[config.mk]
export PLATFORM = sky130hd
export DESIGN_NAME = sync_tx_sched
export DESIGN_NICKNAME = d
export VERILOG_FILES = /design/src/rtl/sync_tx_sched_pkg.sv /design/src/rtl/rr_arbiter.sv /design/src/rtl/sync_tx_sched.sv
export SDC_FILE = /design/constraint.sdc
export NUM_CORES = 1
export LEC_CHECK = 0
export ABC_AREA = 1
export CORE_ASPECT_RATIO = 0.5
export CORE_MARGIN = 1
export CORE_UTILIZATION = 39
export CTS_BUF_LIST = sky130_fd_sc_hd__clkbuf_8
export DETAILED_ROUTE_END_ITERATION = 16
export PLACE_DENSITY = 0.83
export SYNTH_ARGS = -nofsm -noshare
export SYNTH_HDL_FRONTEND = slang
export SYNTH_SLANG_ARGS = --single-unit
[constraint.sdc]
create_clock -name clk_tx -period 2.73 [get_ports clk_tx]
set_clock_uncertainty 0.15 [all_clocks]
set_input_delay 0.4095 -clock clk_tx [delete_from_list [all_inputs] [get_ports clk_tx]]
set_output_delay 0.4095 -clock clk_tx [all_outputs]
set_load 0.005 [all_outputs]
[src/rtl/sync_tx_sched_pkg.sv]
// Shared definitions for the sync transmit scheduler: payload width,
// FSM state encoding and a small index-width helper.
package sync_tx_sched_pkg;

  // Payload MSB shared by every block that talks to the sync transmitter.
  localparam int DATA_MSB = 31;
  localparam int DATA_W   = DATA_MSB + 1;

  // Scheduler states; kept local to this design.
  typedef enum logic [1:0] {
    IDLE     = 2'd0,
    SEND     = 2'd1,
    WAIT_LOW = 2'd2,
    DRAIN    = 2'd3
  } state_t;

  // Bits needed to hold an index in [0, n-1]; never less than one.
  function automatic int idx_w(input int n);
    return (n > 1) ? $clog2(n) : 1;
  endfunction

endpackage

[src/rtl/rr_arbiter.sv]
// Combinational round-robin picker: the search starts one past last_grant
// and wraps, so the most recently served requester has lowest priority.
module rr_arbiter #(
  parameter int N_REQ = 4,
  parameter int IW    = 2
) (
  input  logic [N_REQ-1:0] req,
  input  logic [IW-1:0]    last_grant,
  output logic [N_REQ-1:0] grant,
  output logic [IW-1:0]    index,
  output logic             found
);

  logic [IW-1:0] pos;

  // Walk requesters in rotated order and keep the first one asserting req.
  always_comb begin
    grant = '0;
    index = '0;
    found = 1'b0;
    pos   = '0;
    for (int k = 1; k <= N_REQ; k++) begin
      pos = IW'((int'(last_grant) + k) % N_REQ);
      if (!found && req[pos]) begin
        found      = 1'b1;
        index      = pos;
        grant[pos] = 1'b1;
      end
    end
  end

endmodule

[src/rtl/sync_tx_sched.sv]
// Shares one four-phase sync transmit channel among N_REQ requesters.
// Handshake: vi rises with a stable payload on indata and stays high until
// snt=1 is seen; vi then drops and the transaction completes (done pulse)
// once snt returns to 0. If snt never arrives within TIMEOUT cycles of vi,
// the grant is withdrawn with an err pulse and the block drains until snt=0.
module sync_tx_sched
  import sync_tx_sched_pkg::*;
#(
  parameter int N_REQ   = 4,
  parameter int TIMEOUT = 16
) (
  input  logic                    clk_tx,
  input  logic                    reset,
  input  logic [N_REQ-1:0]        req,
  input  logic [N_REQ*DATA_W-1:0] req_data,
  input  logic                    snt,
  output logic                    vi,
  output logic [DATA_W-1:0]       indata,
  output logic [N_REQ-1:0]        gnt,
  output logic [N_REQ-1:0]        done,
  output logic [N_REQ-1:0]        err,
  output logic                    busy,
  output state_t                  fsm_state
);

  localparam int IW = idx_w(N_REQ);
  localparam int CW = idx_w(TIMEOUT);

  state_t            state, state_n;
  logic              vi_n;
  logic [DATA_W-1:0] indata_n;
  logic [N_REQ-1:0]  gnt_n, done_n, err_n;
  logic [CW-1:0]     cnt, cnt_n;
  logic [IW-1:0]     last_grant, last_n;

  logic [N_REQ-1:0]  arb_grant;
  logic [IW-1:0]     arb_index;
  logic              arb_found;

  rr_arbiter #(.N_REQ(N_REQ), .IW(IW)) u_arb (
    .req        (req),
    .last_grant (last_grant),
    .grant      (arb_grant),
    .index      (arb_index),
    .found      (arb_found)
  );

  // State and output registers; reset leaves req[0] with first priority.
  always_ff @(posedge clk_tx or posedge reset) begin
    if (reset) begin
      state      <= IDLE;
      vi         <= 1'b0;
      indata     <= '0;
      gnt        <= '0;
      done       <= '0;
      err        <= '0;
      cnt        <= '0;
      last_grant <= IW'(N_REQ - 1);
    end else begin
      state      <= state_n;
      vi         <= vi_n;
      indata     <= indata_n;
      gnt        <= gnt_n;
      done       <= done_n;
      err        <= err_n;
      cnt        <= cnt_n;
      last_grant <= last_n;
    end
  end

  // Next-state and next-output logic; done/err default low so they pulse.
  always_comb begin
    state_n  = state;
    vi_n     = vi;
    indata_n = indata;
    gnt_n    = gnt;
    done_n   = '0;
    err_n    = '0;
    cnt_n    = cnt;
    last_n   = last_grant;
    case (state)
      IDLE: begin
        // A lingering snt from a previous exchange blocks any new grant.
        if (arb_found && !snt) begin
          gnt_n  = arb_grant;
          vi_n   = 1'b1;
          cnt_n  = '0;
          last_n = arb_index;
          for (int i = 0; i < N_REQ; i++) begin
            if (arb_grant[i]) indata_n = req_data[i*DATA_W +: DATA_W];
          end
          state_n = SEND;
        end
      end
      SEND: begin
        // snt is checked first so an acknowledge on the last allowed
        // cycle still counts as success.
        if (snt) begin
          vi_n    = 1'b0;
          state_n = WAIT_LOW;
        end else if (cnt == CW'(TIMEOUT - 1)) begin
          vi_n    = 1'b0;
          gnt_n   = '0;
          err_n   = gnt;
          state_n = DRAIN;
        end else begin
          cnt_n = cnt + 1'b1;
        end
      end
      WAIT_LOW: begin
        if (!snt) begin
          done_n  = gnt;
          gnt_n   = '0;
          state_n = IDLE;
        end
      end
      DRAIN: begin
        if (!snt) state_n = IDLE;
      end
      default: state_n = IDLE;
    endcase
  end

  assign busy      = (state != IDLE);
  assign fsm_state = state;

endmodule
* Yosys cells after proc, flatten, opt, wreduce, memory -nomap -nowiden
Cells that the tools add are included.
** Cells by class
- Multiplexer cells :: 55
- Magnitude comparators :: 8
- Reduce and logical (&&, ||, !) cells :: 24
- Add/subtract/negate cells :: 5
- Bitwise logic cells :: 3
- Equal/unequal tests :: 11
** Operators by type and width (number)
- $mux W32 :: 4
- $mux W4 :: 16
- $mux W2 :: 8
- $mux W1 :: 15
- $lt A2 B3 Y1 const B :: 4
- $ne A2 B2 Y1 const B :: 6
- $or A4 B4 Y4 :: 3
- $pmux W4 S3 :: 1
- $reduce_and A3 Y1 :: 3
- $bmux W1 S2 :: 4
- $demux W1 S2 :: 4
- $ge A2 B1 Y1 const B :: 4
- $logic_and A1 B1 Y1 :: 8
- $pmux W4 S2 :: 1
- $pmux W2 S3 :: 1
- $reduce_and A5 Y1 :: 1
- $add A2 B1 Y2 const B :: 2
- $add A2 B2 Y2 const B :: 2
- $add A4 B1 Y4 const B :: 1
- $eq A2 B2 Y1 const B :: 2
- $eq A4 B4 Y1 const B :: 1
- $logic_not A1 Y1 :: 4
- $reduce_and A4 Y1 :: 1
- $reduce_bool A2 Y1 :: 2
- 8 further kinds :: 8
** Word-level totals
- Word-level logic and storage cells :: 114
- Register bits :: 53

* Longest topological paths before layout
Gate-level depths: netlist (run 1).
- Depth after elaboration :: 17
- Mapped depth :: 16

* Hierarchy
Synthesis (run 1) repeated with hierarchy kept, for this count alone.
** Second synthesis, totals
- Cell total of the unflattened synthesis :: 652
- Area, all modules :: 4010.1 um^2
** By module, submodules not included
- sync_tx_sched :: area an instance 3552.2 um^2, cells an instance 578, times used 1
- rr_arbiter :: area an instance 457.9 um^2, cells an instance 74, times used 1

* Worst setup path before layout (run 1)
Ideal clock, no wire load.
- Kind :: register to register
- Start point :: reg last_grant[0]
- End point :: reg indata[0]
- Stages on the path, launching flop included :: 17
- Required time :: 2515 ps
- Slack :: 200 ps
- Arrival :: 2315 ps
- Library setup time :: 65 ps
- Path buffers :: 1
- Cells stage by stage :: dfstp_2 > inv_2 > ha_1 > inv_1 > nand3_2 > nand2_4 > nor2_2 > nand2_1 > nand2_1 > nor2_4 > nand2_4 > nor2_4 > nand2_1 > nand2_2 > buf_6 > nand2_1 > nand2_1
** On the way
- Cells in the longest elaborated chain, start to end :: 16
- Elaborated cells on any way between the ends :: 55
- Classes of those cells :: 4 x add/sub; 8 x order compare; 27 x mux; 3 x bitwise; 13 x reduce/logical
** RTL lines
- from (decl) :: line sync_tx_sched.sv:34 : logic [IW-1:0] last_grant, last_n;
- from (signal assigned) :: line sync_tx_sched.sv:58 : last_grant <= IW'(N_REQ - 1);
- from (signal assigned) :: line sync_tx_sched.sv:67 : last_grant <= last_n;
- parallel branches: the longest is 16 deep, another holds $lt A2 B3 Y1
- to (signal assigned) :: line sync_tx_sched.sv:62 : indata <= indata_n;
- to (decl) :: line sync_tx_sched.sv:18 : output logic [DATA_W-1:0] indata,
Parallel ways; which one is timed is not known. The select of a mux whose other input is x is not followed.
A chain may end at the register's enable or synchronous reset.

* Final worst setup path (run 1)
- Start point :: reg last_grant[0]
- End point :: reg indata[1]
Same word-level chain as after synthesis.

==> impl_metrics.ini, run 1 <==
[run_status]
status = complete, no violations

[clock_network]
root_buffer = clkbuf_8
clock_path_buffers = 2
tritoncts = built
clk_latency_ns = 0.32
cts_buffers = 5
hold_buffers = 0
clk_pin_slew_ns = 0.10
cts-htree-levels = 2
cts_num_sinks = 53

[final_layout]
drive_gt1_share_pct = 6.50
nNetsFinal = 964
n_antenna_cell = 0
syn2layout_area_growth_pct = 55.4
design_area_sq_um = 6260
fill_cells = 829

[yosys]
syn_inst = 636
seq_area_frac_synth_pct = 33.0
yosys_register_bits = 53
syn_area_per_cell_sq_um = 6.34
syn_area_sq_um = 4030
synth_fp_nets = 785
ys_types = 31
yosysWarnings = 0

[critical_path]
crit_path_end_kind = flip-flop
arrival_ns = 2.65
rrSetupSlack_ns = 0.18
worst_setup_path_start_kind = flip-flop
path_class = reg -> reg
critical_path_required_ns = 2.83
reg2reg_from = last_grant[0]$_DFFE_PP1P_
ff2ff_path_depth = 13
crit_fanout = 32
regToRegEndpoint = indata[1]$_DFFE_PP0P_

[die]
core_sq_um = 9730
fp.dieH_microns = 73.9
initial_core_util_pct = 41.4
rows = 25
die_area_sq_um = 10800
io_pins = 183
chipWidth_microns = 146

[sta]
setup_viol = 0
max_freq_mhz = 393
fin_ws_ns = 0.184
period_share_pct = 93.3
slew_viol_final = 0
timing_hold_violations_final = 0
post-route-min-period_ns = 2.55
tightest_slew_ns = 0.544
rsz0062_at_grt = yes
relSlewSlack_pct = 63.7

[drt]
vias = 4540
drc = 0
ant_nets = 0
drt_iter0_drc = 296
vias_per_cell = 4.77
dr.pass1.iters = 4
wl_per_cell_microns = 13.3
wl_microns = 12600

[global_routing]
grt_use_total_pct = 22.9
grt_first_pass_wirelength_microns = 19900
grt_pass1_vias = 4170
antenna_found_initial = 0
grt_max_degree = 66
grt_overflow = 0

[pwr]
ir_worst_vdd_mv = 0.742
p_per_area_nw_per_um2 = 1210
power_leakage_uw = 0.00326

[placement]
io_buffers = 182
place_congestion = 0.936
postPlaceCellArea_sq_um = 6080
pre_cts_slack_ns = 0.0907
dp_hpwl_microns = 9540

[flow_run]
cap_viol_max_count = 0

[hold_path]
min_path_type = in -> async
[metrics by stage]
stage	instances	TNS (ns)	hold slack, ns	power (uW)	utilization, %
CTS	949	0	0.315	7380	63.6
finish	951	0	0.301	7610	64.4
floorplan	636	0	0.322	4900	-
global placement	941	0	0.313	6660	62.5
detailed placement	941	0	0.314	6810	62.5
global route	951	-0.00470	0.339	8410	64.4
[layer usage]
layer	share of wire [%]	GRT usage, %	wire [microns]	vias to the layer above
met5	0	0	0	-
met4	1.1	5.26	144	0
met3	4.2	3.60	533	14
met2	52	41.0	6510	103
met1	43	29.6	5440	2098
li1	-	-	-	2325
[report_power, final]
group / internal, uW / switching, uW
clock network: 272 / 269
registers: 1100 / 186
logic: 2420 / 3360
[cells in the mapped netlist]
cell type,n,area (sq um)
nand3_2,3,30.0
nor2_2,2,12.5
nand2_4,2,22.5
nand4_2,1,12.5
o21ai_1,1,5.00
o211ai_1,2,15.0
nand3_1,110,551
buf_2,19,95.1
a21oi_4,1,16.3
a21oi_1,37,185
o31ai_1,1,7.51
nand4_1,4,25.0
o21ai_0,10,50.1
buf_1,1,3.75
xor2_1,1,8.76
buf_6,3,33.8
clkbuf_1,7,26.3
or2_1,1,6.26
nand2_2,3,18.8
inv_2,4,15.0
a21boi_0,3,22.5
dfstp_2,2,52.6
dfrtp_1,51,1280
nor3_1,8,40.0
nand2_1,210,788
nor2_1,10,37.5
a211oi_1,1,7.51
nor2_4,3,33.8
ha_1,14,175
a31oi_1,1,6.26
inv_1,120,450
[worst max-delay path, cell delays in order (launching register included)]
cell	delay [ns]
dfstp_2	0.55
inv_2	0.09
ha_4	0.29
inv_1	0.06
nand3_2	0.11
nand2_4	0.10
nor2_4	0.15
nand4_1	0.19
nand3_4	0.17
nor2_4	0.06
a21oi_4	0.17
buf_12	0.20
nand3_1	0.10
nand2_1	0.08
[worst max path at each step]
stage / startpoint / end / slack, ns / cells after the start
after global placement: req[2] / indata[11]$_DFFE_PP0P_ / 0.20 / 16
after detailed placement: req[2] / indata[1]$_DFFE_PP0P_ / 0.09 / 14
after floorplan: last_grant[0]$_DFFE_PP1P_ / indata[0]$_DFFE_PP0P_ / 0.20 / 16
after CTS: last_grant[0]$_DFFE_PP1P_ / indata[1]$_DFFE_PP0P_ / 0.05 / 14
final: last_grant[0]$_DFFE_PP1P_ / indata[1]$_DFFE_PP0P_ / 0.18 / 13
after global routing: last_grant[0]$_DFFE_PP1P_ / indata[5]$_DFFE_PP0P_ / -0.005 / 16
[registers in the layout (all words and copies together), names as in the netlist]
signal and count:
vi 1, last_grant 2, cnt 4, fsm_state 2, gnt 4, indata 32, done 4, err 4
[what timing repair did]
| item | in CTS | in global routing |
|---|---|---|
| resized for setup | 0 | 9 |
| setup endpoints to repair | 0 | 33 |
| setup buffers | 0 | 0 |
[cells in the final DEF, fill, tap and decap left out, drive strengths merged]
cell type      synthesis  final
a21oi                 38     38
bufinv                 0      1
o211ai                 2      2
a21boi                 3      3
inv                  124    125
clkdlybuf4s50          0    182
nand2                215    215
ha                    14     14
dfstp                  2      2
or2                    1      1
nor2                  15     16
nor3                   8      8
a31oi                  1      1
clkinv                 0      1
o31ai                  1      1
xor2                   1      1
o21ai                 11     11
a211oi                 1      1
clkbuf                 7      6
buf                   23     18
nand4                  5      5
nand3                113    113
dfrtp                 51     51
[final cells by class]
class	count	area (sq um)	area share, %
clock buffers	5	68.8	1.10
clock inverters	3	42.5	0.679
inverters	124	465	7.43
multi-input cells	430	2130	33.9
flip-flops and latches	53	1330	21.2
well taps	135	169	2.70
repair buffers	201	2060	33.0
[kinds of logic after synthesis]
group / synth area share, %
and+or+nand+nor: 39.1
buffers and inverters: 15.5
AOI/OAI and AO/OA: 7.82
DFF: 33.0
adders and majority gates: 4.35
xor gates and xnor gates: 0.217
(Power assumes the default switching activity.)
==> run 2, diff against run 1 <==
--- a/config.mk
+++ b/config.mk
@@ -11,7 +11,7 @@
 export CORE_UTILIZATION = 39
 export CTS_BUF_LIST = sky130_fd_sc_hd__clkbuf_8
 export DETAILED_ROUTE_END_ITERATION = 16
-export PLACE_DENSITY = 0.83
+export PLACE_DENSITY_LB_ADDON = 0.1
 export SYNTH_ARGS = -nofsm -noshare
 export SYNTH_HDL_FRONTEND = slang
 export SYNTH_SLANG_ARGS = --single-unit
==> run 2 against run 1 <==
Against the previous run:
- core utilization grew 0.58 points
- die area did not move
- combinational power shrank 1%
- sequential share of layout area fell by 0.19 points
- wire length up 0.36%
- final cell count up 0.42%
- total power rose by 0.64%
- critical path depth up 1
- global-route usage up 0.35 points
==> impl_metrics.ini, run 2 (same netlist as run 1, synthesis figures left out) <==
[sta]
tightest_slew_ns = 0.479
slew_viol_final = 0
fin_ws_ns = 0.158
max_freq_mhz = 389
period_share_pct = 94.2
timing_hold_violations_final = 0
setup_viol = 0
relSlewSlack_pct = 67.9
post-route-min-period_ns = 2.57

[drt]
drc = 0
dr.pass1.iters = 5
ant_nets = 0
vias = 4488
wl_per_cell_microns = 13.3
drt_iter0_drc = 288
vias_per_cell = 4.70
wl_microns = 12700

[final_layout]
fin_cells = 955
drive_gt1_share_pct = 7.32
syn2layout_area_growth_pct = 56.8
layout_common_cells = nand2_1 (210), clkdlybuf4s50_1 (182), inv_1 (119)
largest_register_ffs = 32
nNetsFinal = 968
n_antenna_cell = 0
layout_commonest_cell = nand2_1
regMostFlops = indata
post-route-util_pct = 65.0

[global_routing]
grt_overflow = 0
grt_use_total_pct = 23.3
grt_first_pass_wirelength_microns = 19800
antenna_found_initial = 0
grt_pass1_vias = 4048
grt_max_degree = 66

[critical_path]
critical_path_required_ns = 2.80
path_cells = inv_1 > ha_4 > inv_1 > nand3_2 > nand2_4 > nor2_4 > nand4_1 > nand3_4 > inv_2 > buf_4 > nand3_1 > nand2_1 > nand3_1 > nand2_1
reg2reg_from = last_grant[1]$_DFFE_PP1P_
critPathLaunch = last_grant[1]$_DFFE_PP1P_
cp_num_buf_inv = 4
crit_fanout = 13
crit_path_end_kind = flip-flop
path_class = reg -> reg
path_delay_family = simple AND/OR/NAND/NOR gates
arrival_ns = 2.65
slowest_delay_ns = 0.54
slowest_stage = dfstp_2
worst_setup_path_start_kind = flip-flop

[die]
rows = 25
initial_core_util_pct = 41.4
fp.dieH_microns = 73.9
die_area_sq_um = 10800
io_pins = 183
chipWidth_microns = 146
core_sq_um = 9730

[flow_run]
cap_viol_max_count = 0

[placement]
dp_hpwl_microns = 9460
place_congestion = 0.878
dp_cells = 943
pre_cts_slack_ns = 0.0826
io_buffers = 182

[pwr]
p_int_uw = 3810
power_frac_clock_pct = 8.6
p_sw_share_pct = 50.2
p_seq_share_pct = 16.7
pwr-share-comb_pct = 74.7
power_switching_uw = 3850
power_leakage_uw = 0.00329
ir_worst_vdd_mv = 0.931
p_per_area_nw_per_um2 = 1210

[clock_network]
cts-htree-levels = 2
cts_buffers = 5
clk_pin_slew_ns = 0.11
cts_num_sinks = 53
clk_latency_ns = 0.33
clock_path_buffers = 2
hold_buffers = 0
root_buffer = clkbuf_8
tritoncts = built

[run_status]
status = complete, no violations

[hold_path]
min_path_type = in -> async
[run 2: per-layer routing]
layer	up-vias	global-route usage, %	part of all wire, %
li1	2329	-	-
met1	2017	31.9	48
met2	123	38.1	46
met3	19	4.22	4.5
met4	0	6.32	1.4
met5	-	0	0
[run 2: what timing repair did]
action | in CTS | in global routing
setup buffers | 0 | 3
endpoints found under the setup margin | 0 | 32
gates resized for setup | 0 | 14
[run 2: path summary, 6_finish.rpt]
check,cells past startpoint,slack (ns),to
hold reg to reg,2,0.34,indata[20]$_DFFE_PP0P_
setup reg to reg,14,0.16,indata[10]$_DFFE_PP0P_
setup / recovery,14,0.16,indata[10]$_DFFE_PP0P_
max in group asynchronous,3,1.53,last_grant[1]$_DFFE_PP1P_
hold / removal,2,0.27,done[1]$_DFF_PP0_
min in group clk_tx,2,0.34,indata[20]$_DFFE_PP0P_
[run 2: worst register-to-register path, cell delays in order (launching register included)]
cell	delay (ns)
dfstp_2	0.54
inv_1	0.07
ha_4	0.29
inv_1	0.06
nand3_2	0.11
nand2_4	0.10
nor2_4	0.22
nand4_1	0.18
nand3_4	0.18
inv_2	0.08
buf_4	0.18
nand3_1	0.12
nand2_1	0.08
nand3_1	0.08
nand2_1	0.05
[run 2: power by group through the flow]
stage               Combinational, uW  Sequential, uW  Clock (uW)
finish                           5720            1280         659
global route                     6430            1320         702
floorplan                        3590            1310           0
CTS                              5440            1280         680
detailed placement               5420            1290           0
global placement                 5330            1290           0
[run 2: metrics by stage]
| stage | instance area, sq um | hold WS [ns] | setup TNS (ns) | power (uW) |
|---|---|---|---|---|
| finish | 6320 | 0.274 | 0 | 7660 |
| global route | 6320 | 0.315 | -0.0104 | 8440 |
| CTS | 6200 | 0.288 | 0 | 7400 |
| detailed placement | 6070 | 0.315 | 0 | 6710 |
| global placement | 6070 | 0.311 | 0 | 6630 |
| floorplan | 4030 | 0.322 | 0 | 4900 |
[run 2: final cells by class]
cell class / instances / area [sq um]
Fill cell: 889 / 3410
Clock buffer: 5 / 68.8
Multi-Input combinational cell: 429 / 2140
Sequential cell: 53 / 1330
Tap cell: 135 / 169
Inverter: 124 / 465
Clock inverter: 3 / 68.8
Timing Repair Buffer: 206 / 2080
==> run 3, diff against run 2 <==
--- a/config.mk
+++ b/config.mk
@@ -6,7 +6,7 @@
 export NUM_CORES = 1
 export LEC_CHECK = 0
 export ABC_AREA = 1
-export CORE_ASPECT_RATIO = 0.5
+export CORE_ASPECT_RATIO = 1.4
 export CORE_MARGIN = 1
 export CORE_UTILIZATION = 39
 export CTS_BUF_LIST = sky130_fd_sc_hd__clkbuf_8
==> run 3 against run 2 <==
Against the previous run:
- final area up 0.57%
- largest power group unchanged
- hold slack got worse by 0.0046 ns
- die area fell by 0.17%
- clock-buffer cell count unchanged
==> impl_metrics.ini, run 3 (same netlist as run 1, synthesis figures left out) <==
[sta]
timing_hold_violations_final = 0
slew_viol_final = 0
setup_viol = 0
period_share_pct = 97.5
hold_slack_ns = 0.269
relSlewSlack_pct = 65.1
max_freq_mhz = 376
post-route-min-period_ns = 2.66
tightest_slew_ns = 0.521

[final_layout]
regMostFlops = indata
n_antenna_cell = 0
syn2layout_area_growth_pct = 57.7
regArea_sq_um = 1330
fill_cells = 921
drive_gt1_share_pct = 7.19
layout_commonest_cell = nand2_1
design_area_sq_um = 6360
nNetsFinal = 969
layout_common_cells = nand2_1 (210), clkdlybuf4s50_1 (182), inv_1 (119)
post-route-util_pct = 63.9
largest_register_ffs = 32
multi_input_area_sq_um = 2120

[flow_run]
cap_viol_max_count = 0

[placement]
dp_hpwl_microns = 9820
postPlaceCellArea_sq_um = 6130
io_buffers = 182
place_congestion = 0.971

[critical_path]
crit_path_end_kind = flip-flop
path_class = reg -> reg
crit_fanout = 9
reg2reg_from = last_grant[0]$_DFFE_PP1P_
arrival_ns = 2.77
critPathLaunch = last_grant[0]$_DFFE_PP1P_
rrSetupSlack_ns = 0.07
critical_path_required_ns = 2.84
worst_setup_path_start_kind = flip-flop

[pwr]
power_leakage_uw = 0.00331
ir_worst_vdd_mv = 0.690
p_per_area_nw_per_um2 = 1230

[clock_network]
clk_pin_slew_ns = 0.11
clock_path_buffers = 2
cts_buffers = 5
hold_buffers = 0
tritoncts = built
cts-htree-levels = 2
clk_latency_ns = 0.33
root_buffer = clkbuf_8
cts_num_sinks = 53

[die]
rows = 43
initial_core_util_pct = 40.5
fp.dieH_microns = 122
core_sq_um = 9950
die_area_sq_um = 10800
io_pins = 183
chipWidth_microns = 87.9

[drt]
dr.pass1.iters = 6
ant_nets = 0
drc = 0
vias_per_cell = 4.82
wl_per_cell_microns = 13.9
vias = 4604
drt_iter0_drc = 219
wl_microns = 13300

[global_routing]
grt_use_met3_pct = 4.98
grt.busiest_layer = met2
grt_use_total_pct = 24.5
grt_overflow = 0
gr-usage-met2_pct = 46.6
grt_pass1_vias = 4540
grt_max_degree = 40
grt_first_pass_wirelength_microns = 20500
use_met1_pct = 25.8
antenna_found_initial = 0

[hold_path]
min_path_type = in -> async

[run_status]
status = complete, no violations
[run 3: cell count changes in the layout (fill, tap and decap cells not counted), moves of 2 or more]
cell / delta
buf_4: -6
bufinv_16: -2
buf_12: +5
clkbuf_16: +2
[run 3: what timing repair did]
item                                    in CTS  in global routing
endpoints found under the setup margin       0                 35
setup buffers                                0                  1
resized for setup                            0                 10
[run 3: layout make-up]
| cell class | count | share of cell area [%] |
|---|---|---|
| clock buffers | 5 | 1.08 |
| clock inverters | 3 | 0.335 |
| inverters | 124 | 7.36 |
| well taps | 135 | 2.66 |
| flip-flops and latches | 53 | 20.9 |
| repair buffers | 206 | 34.3 |
| multi-input cells | 430 | 33.4 |
[run 3: final timing paths]
kind | endpoint | cells past startpoint
max | indata[7]$_DFFE_PP0P_ | 14
min | fsm_state[0]$_DFFE_PP0P_ | 2
min reg2reg | indata[24]$_DFFE_PP0P_ | 2
min in group clk_tx | indata[24]$_DFFE_PP0P_ | 2
max reg2reg | indata[7]$_DFFE_PP0P_ | 14
max in group asynchronous | indata[23]$_DFFE_PP0P_ | 3
[run 3: critical path, stage by stage, from the launching register on]
cell and delay, ns:
dfstp_2 0.58, inv_4 0.07, ha_4 0.26, inv_1 0.09, nand3_2 0.12, nand2_4 0.15, nor2_4 0.06, a21oi_1 0.21
nand3_2 0.18, nor2_4 0.18, nand2_1 0.10, nand2_4 0.15, clkbuf_16 0.17, nand2_1 0.05, nand2_1 0.06
[run 3: report_power, final]
group          switching [uW]  internal, uW  leakage, uW
Clock                     280           183    0.0000445
Combinational            3470          2570      0.00259
Sequential                199          1100     0.000678
Total                    3950          3850      0.00331
[run 3: metal layers]
metal	up-vias	routed length, microns
met5	-	0
met4	0	251
met3	16	849
met2	163	7070
met1	2095	5150
li1	2330	-
[run 3: stage by stage]
stage	worst slack (ns)	total power [uW]	TNS, ns	std cells
after floorplan	0.200	4900	0	636
after global placement	0.113	6870	0	943
after detailed placement	0.0452	6990	0	943
after CTS	0.0157	7480	0	951
after global routing	-0.0282	8590	-0.375	956
final	0.0694	7800	0	956
